--- config.mk ---
export PLATFORM = sky130hd
export DESIGN_NAME = aes_selftest_seq
export DESIGN_NICKNAME = d
export VERILOG_FILES = /design/src/rtl/aes_selftest_seq.sv
export SDC_FILE = /design/constraint.sdc
export NUM_CORES = 1
export LEC_CHECK = 0
export ABC_AREA = 1
export CORE_AREA = 2 2 204 206
export DETAILED_ROUTE_END_ITERATION = 16
export DIE_AREA = 0 0 206 208
export GPL_TIMING_DRIVEN = 0
export SYNTH_ARGS = -nofsm -noshare
export SYNTH_HDL_FRONTEND = slang
export SYNTH_SLANG_ARGS = --single-unit
--- constraint.sdc ---
create_clock -name clk -period 4.5 [get_ports clk]
set_input_delay 1.35 -clock clk [delete_from_list [all_inputs] [get_ports clk]]
set_output_delay 1.35 -clock clk [all_outputs]
set_load 0.03 [all_outputs]
--- src/rtl/aes_selftest_seq.sv ---
// FIPS-197 known-answer self-test sequencer for the AES/AES2 core bank.
// Runs enc/dec vectors for 128/192/256-bit keys and latches per-test pass flags.
module aes_selftest_seq #(
  parameter int unsigned SETTLE_CYC = 4
) (
  input  logic         clk,
  input  logic         rst,
  input  logic         start,
  output logic [127:0] core_din,
  output logic [255:0] core_key,
  output logic [1:0]   core_ksel,
  output logic         core_dec,
  input  logic [127:0] core_dout,
  output logic         busy,
  output logic         done,
  output logic [5:0]   pass,
  output logic         all_pass,
  output logic [2:0]   fail_idx
);

  localparam logic [127:0] PT    = 128'h00112233445566778899aabbccddeeff;
  localparam logic [127:0] K128  = 128'h000102030405060708090a0b0c0d0e0f;
  localparam logic [191:0] K192  = 192'h000102030405060708090a0b0c0d0e0f1011121314151617;
  localparam logic [255:0] K256  = 256'h000102030405060708090a0b0c0d0e0f101112131415161718191a1b1c1d1e1f;
  localparam logic [127:0] CT128 = 128'h69c4e0d86a7b0430d8cdb78070b4c55a;
  localparam logic [127:0] CT192 = 128'hdda97ca4864cdfe06eaf70a0ec0d7191;
  localparam logic [127:0] CT256 = 128'h8ea2b7ca516745bfeafc49904b496089;

  // Counter keeps at least one bit so a zero-settle build still elaborates.
  localparam int unsigned CW   = (SETTLE_CYC > 0) ? $clog2(SETTLE_CYC + 1) : 1;
  localparam int unsigned LAST = (SETTLE_CYC > 0) ? SETTLE_CYC - 1 : 0;
  localparam logic [2:0]  NONE = 3'd7;

  typedef enum logic [2:0] {
    S_IDLE,
    S_APPLY,
    S_WAIT,
    S_CHECK,
    S_DONE
  } state_t;

  state_t          state, state_nx;
  logic [2:0]      idx;
  logic [CW-1:0]   cnt;

  logic [127:0]    vec_din;
  logic [255:0]    vec_key;
  logic [1:0]      vec_ksel;
  logic            vec_dec;
  logic [127:0]    vec_exp;
  logic            match;

  always_comb begin
    vec_din  = PT;
    vec_key  = {K128, 128'h0};
    vec_ksel = 2'd0;
    vec_dec  = 1'b0;
    vec_exp  = CT128;
    case (idx)
      3'd0: begin
        vec_din = PT;    vec_key = {K128, 128'h0}; vec_ksel = 2'd0; vec_dec = 1'b0; vec_exp = CT128;
      end
      3'd1: begin
        vec_din = PT;    vec_key = {K192, 64'h0};  vec_ksel = 2'd1; vec_dec = 1'b0; vec_exp = CT192;
      end
      3'd2: begin
        vec_din = PT;    vec_key = K256;           vec_ksel = 2'd2; vec_dec = 1'b0; vec_exp = CT256;
      end
      3'd3: begin
        vec_din = CT128; vec_key = {K128, 128'h0}; vec_ksel = 2'd0; vec_dec = 1'b1; vec_exp = PT;
      end
      3'd4: begin
        vec_din = CT192; vec_key = {K192, 64'h0};  vec_ksel = 2'd1; vec_dec = 1'b1; vec_exp = PT;
      end
      3'd5: begin
        vec_din = CT256; vec_key = K256;           vec_ksel = 2'd2; vec_dec = 1'b1; vec_exp = PT;
      end
      default: ;
    endcase
  end

  assign match = (core_dout == vec_exp);

  always_ff @(posedge clk) begin
    if (rst) state <= S_IDLE;
    else     state <= state_nx;
  end

  always_comb begin
    state_nx = state;
    case (state)
      S_IDLE:  if (start) state_nx = S_APPLY;
      S_APPLY: state_nx = (SETTLE_CYC == 0) ? S_CHECK : S_WAIT;
      S_WAIT:  if (cnt == CW'(LAST)) state_nx = S_CHECK;
      S_CHECK: state_nx = (idx == 3'd5) ? S_DONE : S_APPLY;
      S_DONE:  state_nx = S_IDLE;
      default: state_nx = S_IDLE;
    endcase
  end

  always_ff @(posedge clk) begin
    if (rst) begin
      idx       <= '0;
      cnt       <= '0;
      pass      <= '0;
      fail_idx  <= NONE;
      core_din  <= '0;
      core_key  <= '0;
      core_ksel <= '0;
      core_dec  <= 1'b0;
    end else begin
      case (state)
        S_IDLE: begin
          if (start) begin
            idx      <= '0;
            pass     <= '0;
            fail_idx <= NONE;
          end
        end
        S_APPLY: begin
          core_din  <= vec_din;
          core_key  <= vec_key;
          core_ksel <= vec_ksel;
          core_dec  <= vec_dec;
          cnt       <= '0;
        end
        S_WAIT: begin
          if (cnt != CW'(LAST)) cnt <= cnt + 1'b1;
        end
        S_CHECK: begin
          for (int unsigned i = 0; i < 6; i++) begin
            if (idx == 3'(i)) pass[i] <= match;
          end
          if (!match && fail_idx == NONE) fail_idx <= idx;
          if (idx != 3'd5) idx <= idx + 3'd1;
        end
        default: ;
      endcase
    end
  end

  assign busy     = (state != S_IDLE);
  assign done     = (state == S_DONE);
  assign all_pass = &pass;

endmodule

==> results of run 1 <==
==> layout by cell type (no fill, tap or decap), types with 2 or more instances in the layout <==
master and count:
a21oi_1 30, a31oi_1 3, and3_1 3, buf_2 3, buf_4 370, buf_6 4
clkbuf_1 6, clkbuf_16 5, clkdlybuf4s50_1 348, clkinv_1 2, conb_1 181, dfxtp_1 36
ha_1 10, inv_1 92, inv_2 2, nand2_1 255, nand2_2 8, nand2_4 2
nand2_8 2, nand3_1 44, nand3_4 2, nand3b_1 9, nand4_1 4, nor2_1 67
nor2_2 5, nor3_1 6, o21ai_0 22, o21ai_1 2, o221a_2 2, or2_2 9
==> synth_stat cells <==
master	count
nand3_4	2
nand2_1	255
o221a_2	2
nor2_2	5
inv_8	1
a31oi_1	3
buf_6	4
nand2_2	8
nand2_4	2
nand4_1	4
o21ai_2	1
a211oi_1	1
inv_1	92
o21bai_1	1
o21ai_0	22
clkinv_1	2
a21boi_0	1
buf_4	370
conb_1	1
or2_2	9
and3_1	3
inv_2	2
buf_2	3
a21oi_1	30
dfxtp_1	37
nor3_1	6
o21ai_1	2
o211ai_1	1
o211a_1	1
nand3_1	44
nand3b_1	9
buf_12	1
ha_1	10
nor2_1	67
nand2_8	2
nand3_2	1
inv_4	1
clkbuf_1	5
==> worst reg2reg max path: stages, from the launching register on <==
cell and delay, ns:
dfxtp_1 0.38, inv_1 0.17, ha_1 0.44, inv_2 0.11
buf_2 0.35, nand2_1 0.09, nand2_1 0.08, nand2_1 0.04
inv_1 0.04, nand2_1 0.04, nor2_1 0.29, nand2_1 0.15
nor2_1 0.11, nand2_1 0.07, nor2_2 0.18, nand3_4 0.18
nand3_1 0.11, nand3_1 0.08
==> kinds of logic (layout without fill, tap and decap cells) <==
logic type | Yosys count | in the layout | share of synthesized area, %
flip-flops | 37 | 37 | 11.8
buffers and inverters | 481 | 837 | 51.7
AND/OR/NAND/NOR | 417 | 417 | 28.8
AO/OA/AOI/OAI | 65 | 65 | 5.72
other | 1 | 182 | 0.0595
adder cells (fa/ha/maj) | 10 | 10 | 1.99
==> how the worst min path moves through the flow <==
stage / end / startpoint / depth (start not counted) / slack, ns
3_3_place_gp: cnt[0] / cnt[0] / 1 / 0.45
5_1_grt: cnt[0] / cnt[0] / 1 / 0.49
3_5_place_dp: cnt[0] / cnt[0] / 1 / 0.45
6_report: cnt[0] / cnt[0] / 1 / 0.46
2_1_floorplan: cnt[0] / cnt[0] / 1 / 0.43
4_1_cts: cnt[0] / cnt[0] / 1 / 0.46
==> through the flow <==
step | utilization [%] | setup WS, ns | power, mW | instances | hold WS [ns]
CTS | 27.9 | 0.619 | 3.67 | 2079 | 0.461
finish | 27.9 | 0.988 | 3.61 | 2080 | 0.459
detailed placement | 27.4 | 0.930 | 3.25 | 2071 | 0.455
global route | 27.9 | 0.848 | 3.86 | 2080 | 0.492
floorplan | - | 1.69 | 2.23 | 1191 | 0.429
global placement | 27.4 | 0.975 | 3.24 | 2071 | 0.448
==> sequential cells by signal, summed over array words and instances (netlist names) <==
register   count
core_din      15
pass           6
fail_idx       3
core_key       2
core_dec       1
cnt            3
state          3
core_ksel      1
idx            3
==> power by group <==
group / total [mW] / internal, mW / switching, mW
Clock: 0.409 / 0.277 / 0.132
Combinational: 2.70 / 1.13 / 1.57
Sequential: 0.496 / 0.385 / 0.111
==> cell type report <==
cell class | instances | area share [%]
Clock buffer | 7 | 1.26
Sequential cell | 37 | 6.57
Tap cell | 532 | 5.89
Timing Repair Buffer | 348 | 30.8
Antenna cell | 1 | 0.0221
Inverter | 98 | 3.34
Buffer | 383 | 25.5
Clock inverter | 1 | 0.266
Multi-Input combinational cell | 673 | 26.4
==> metal layers <==
| layer | global-route usage [%] | up-vias | share of wire, % |
|---|---|---|---|
| met3 | 2.38 | 12 | 9.1 |
| met1 | 12.0 | 2900 | 37 |
| li1 | - | 3607 | - |
| met2 | 22.4 | 335 | 54 |
| met4 | 1.45 | 0 | 0.77 |
| met5 | 0 | - | 0 |
==> impl_metrics.env, run 1 <==
export IMPL_setup_tns_ns=0
export IMPL_grt_max_degree=44
export IMPL_viasPerCell=3.30
export IMPL_cts_tree="done"
export IMPL_timing_final_crit_share_pct=78.0
export IMPL_synth_area_leader_cell="buf_4"
export IMPL_firstDrtPassIters=4
export IMPL_hold_buffers=0
export IMPL_critical_path_reg2reg_startpoint="idx[1]"
export IMPL_worstPathRequired_ns=3.15
export IMPL_cts_sinks=37
export IMPL_die_h_um=208
export IMPL_ys_warn_count=0
export IMPL_max_slew_margin_rel_pct=34.4
export IMPL_timing_rr_end="fail_idx[2]"
export IMPL_cts_buffers=5
export IMPL_post_cts_buffers=0
export IMPL_dpl_cell_area_sq_um=11100
export IMPL_yosysSeqAreaShare_pct=11.8
export IMPL_multi_input_area_sq_um=2980
export IMPL_dieWidth_um=206
export IMPL_gp_congestion=0.765
export IMPL_syn_inst=1011
export IMPL_min_period_ns=3.51
export IMPL_yosys_cell_types_count=38
export IMPL_r2r_setup_slack_ns=1.45
export IMPL_wl_um=25900
export IMPL_dieArea_sq_um=42800
export IMPL_final_setup_skew_ns=0.00505
export IMPL_nFillCells=4464
export IMPL_fin_area_sq_um=11300
export IMPL_io_pins=530
export IMPL_rr_worst_depth=17
export IMPL_cts_htree_levels=2
export IMPL_status="finished, final reports clean"
export IMPL_cts_path_max_buffers=2
export IMPL_slew_viol_final=0
export IMPL_path_class="flop to output port"
export IMPL_drcViolationCount=0
export IMPL_antenna_found_initial=1
export IMPL_ant_nets=0
export IMPL_drt_iter0_markers=232
export IMPL_synth_top_area_share_pct=44.1
export IMPL_crit_chain="buf_4 > clkdlybuf4s50_1"
export IMPL_critical_path_max_fanout=30
export IMPL_rows=74
export IMPL_worstMarginPinSlew_ns=0.983
export IMPL_start_util_pct=15.5
export IMPL_max_cap_viol_count=0
export IMPL_vdd_drop_max_mv=0.158
export IMPL_regArea_sq_um=742
export IMPL_finalHoldViolations=0
export IMPL_p_leak_nw=5.95
export IMPL_rsz0062_at_grt="no"
export IMPL_cp_end_kind="output port"
export IMPL_cp_start_kind="flop"
export IMPL_detailed_place_hpwl_um=22800
export IMPL_crit_path_start="core_key[60]"
export IMPL_powerDensity_nw_per_um2=319
export IMPL_grt_pass1_wl_um=36600
export IMPL_grt_pass1_vias=6330
export IMPL_drive_above_1_share_pct=27.3
export IMPL_vias=6854
export IMPL_grt_overflow=0
export IMPL_avgRoutedWirePerCell_um=12.4
export IMPL_floorplan_core_area_sq_um=40600
export IMPL_arrival_ns=2.16
export IMPL_cp_num_buf_inv=2
export IMPL_nNetsFinal=1687
export IMPL_synthesis_area_sq_um=6300
export IMPL_cts_root_buffer="clkbuf_16"
export IMPL_post_cts_resized=0
export IMPL_synth_seq_cells=37
export IMPL_critPathTopFamily="flip-flops"
export IMPL_syn_to_final_growth_pct=79.4
export IMPL_slowest_delay_ns=0.96
export IMPL_portBuffers=348
export IMPL_hold_class="flop to flop"
export IMPL_clock_latency_ns=0.28
export IMPL_fmax_mhz=285
export IMPL_path_depth=2
export IMPL_grtUsageTotal_pct=11.2
export IMPL_synth_avg_cell_area_sq_um=6.23
export IMPL_crit_slowest_cell="dfxtp_1"
export IMPL_clk_pin_slew_worst_paths_ns=0.05
export IMPL_finalSetupViolCount=0
export IMPL_critPathCapture="core_key[32]"
export IMPL_synth_area_top_cells="buf_4, nand2_1, dfxtp_1"
(Power assumes the default switching activity.)
==> inputs of run 2 (changes only) <==
==> constraint.sdc (replaced) <==
create_clock -name clk -period 2.8 [get_ports clk]
set_input_delay 0.84 -clock clk [delete_from_list [all_inputs] [get_ports clk]]
set_output_delay 0.84 -clock clk [all_outputs]
set_load 0.03 [all_outputs]
==> run 2 against run 1 <==
Compared with the run above: total power rose by 63%; flip-flop and latch count did not move; sequential share of layout area barely moved; cell area rose by 0.82%; worst hold slack improved by 0.00071 ns; sequential power rose by 62%.
==> impl_metrics.env, run 2 (synthesis results as in run 1) <==
export IMPL_status="finished, final reports clean"
export IMPL_die_h_um=208
export IMPL_dieArea_sq_um=42800
export IMPL_syn_to_final_growth_pct=80.9
export IMPL_worstPathRequired_ns=1.96
export IMPL_detailed_place_hpwl_um=22800
export IMPL_wl_um=25900
export IMPL_largest_reg_flops=15
export IMPL_cp_start_kind="flop"
export IMPL_rsz0062_at_grt="no"
export IMPL_avgRoutedWirePerCell_um=12.4
export IMPL_floorplan_core_area_sq_um=40600
export IMPL_fin_area_sq_um=11400
export IMPL_cp_end_kind="output port"
export IMPL_max_slew_margin_rel_pct=57.3
export IMPL_nNetsFinal=1689
export IMPL_worstMarginPinSlew_ns=0.638
export IMPL_min_period_ns=2.68
export IMPL_firstDrtPassIters=4
export IMPL_viasPerCell=3.30
export IMPL_top_regs="core_din: 15 flops, pass: 6 flops"
export IMPL_slew_viol_final=0
export IMPL_gp_congestion=0.765
export IMPL_vdd_drop_max_mv=0.254
export IMPL_crit_chain="inv_1 > nand2_1 > clkdlybuf4s50_1"
export IMPL_p_leak_nw=5.98
export IMPL_timing_final_crit_share_pct=95.6
export IMPL_finalSetupViolCount=0
export IMPL_cts_root_buffer="clkbuf_16"
export IMPL_max_cap_viol_count=0
export IMPL_numPlacedInstances=2071
export IMPL_dpl_cell_area_sq_um=11100
export IMPL_arrival_ns=1.84
export IMPL_fmax_mhz=374
export IMPL_cts_buffers=5
export IMPL_crit_path_start="state[1]"
export IMPL_ant_nets=0
export IMPL_critical_path_reg2reg_startpoint="idx[1]"
export IMPL_clock_latency_ns=0.28
export IMPL_drcViolationCount=0
export IMPL_antenna_found_initial=1
export IMPL_final_cell_mix="buf_4, clkdlybuf4s50_1, nand2_1, conb_1, inv_1"
export IMPL_vias=6871
export IMPL_start_util_pct=15.5
export IMPL_grt_overflow=0
export IMPL_cts_sinks=37
export IMPL_critical_path_max_fanout=9
export IMPL_io_pins=530
export IMPL_regMostFlops="core_din"
export IMPL_clk_pin_slew_worst_paths_ns=0.05
export IMPL_hold_class="flop to flop"
export IMPL_portBuffers=348
export IMPL_grtUsageTotal_pct=11.2
export IMPL_grt_pass1_wl_um=36700
export IMPL_cts_tree="done"
export IMPL_powerDensity_nw_per_um2=515
export IMPL_final_setup_skew_ns=0.00550
export IMPL_crit_slowest_cell="clkdlybuf4s50_1"
export IMPL_worstHoldStart="cnt[0]"
export IMPL_cp_num_buf_inv=2
export IMPL_setup_tns_ns=0
export IMPL_grt_pass1_vias=6352
export IMPL_finalHoldViolations=0
export IMPL_rows=74
export IMPL_dieWidth_um=206
export IMPL_cts_path_max_buffers=2
export IMPL_slowest_delay_ns=0.78
export IMPL_layout_cells_non_filler=2082
export IMPL_drt_iter0_markers=212
export IMPL_grt_max_degree=44
export IMPL_cts_htree_levels=2
export IMPL_path_class="flop to output port"
export IMPL_critPathTopFamily="buffers and inverters"
export IMPL_drive_above_1_share_pct=28.0
export IMPL_layout_commonest_cell="buf_4"
export IMPL_holdWs_ns=0.460
==> run 2: cell types whose count changed in the layout (fill, tap and decap cells not counted), moves of 3 or more <==
cell / change
dfxtp_1: -4
buf_2: -3
buf_6: +3
dfxtp_2: +3
==> run 2: metal layers <==
layer / GRT usage [%] / part of all wire [%]
met2: 22.4 / 53
met1: 12.1 / 36
met4: 1.63 / 0.95
met3: 2.40 / 9.4
met5: 0 / 0
==> run 2: what timing repair did <==
item / in CTS / in global routing
resized for setup: 15 / 10
pin swaps: 0 / 1
setup buffers: 0 / 2
hold buffers: 0 / 0
endpoints found under the setup margin: 100 / 9
==> run 2: final timing paths <==
kind                                     to  slack (ns)  depth (start not counted)
worst max-delay path                   busy        0.12                          3
worst min-delay path                 cnt[0]        0.46                          1
worst min register to register       cnt[0]        0.46                          1
worst max register to register  fail_idx[2]        0.21                         15
==> run 2: worst reg2reg max path, cell delays in order, from the launching register on <==
cell     delay, ns
dfxtp_2       0.35
inv_4         0.11
ha_1          0.17
buf_6         0.17
nand2_8       0.13
nand2_8       0.15
buf_6         0.18
nand2_1       0.07
nand2_1       0.10
nand4_1       0.12
nor2_1        0.21
nand2_1       0.10
nor2_2        0.21
nand3_4       0.18
nand3_1       0.11
nand3_1       0.08
==> run 2: final cells by class <==
type	count	area, sq um
multi-input cells	673	3030
clock inverters	1	30.0
plain buffers	383	2900
clock buffers	7	143
fillers	4455	29200
flip-flops and latches	37	749
well taps	532	666
inverters	98	380
repair buffers	350	3500
diodes	1	2.50
==> run 2: report_power, final <==
| part | total (mW) | internal (mW) | switching [mW] |
|---|---|---|---|
| logic | 4.41 | 1.87 | 2.55 |
| clock network | 0.656 | 0.445 | 0.212 |
| registers | 0.803 | 0.621 | 0.182 |
| total | 5.87 | 2.93 | 2.94 |
==> run 2: stage by stage <==
stage / utilization, % / total power [mW] / setup slack, ns
6_report: 28.1 / 5.87 / 0.124
5_1_grt: 28.1 / 6.28 / 0.00564
4_1_cts: 28.0 / 5.91 / 0.0112
3_5_place_dp: 27.4 / 5.23 / -0.415
3_3_place_gp: 27.4 / 5.20 / -0.400
2_1_floorplan: - / 3.59 / 0.500
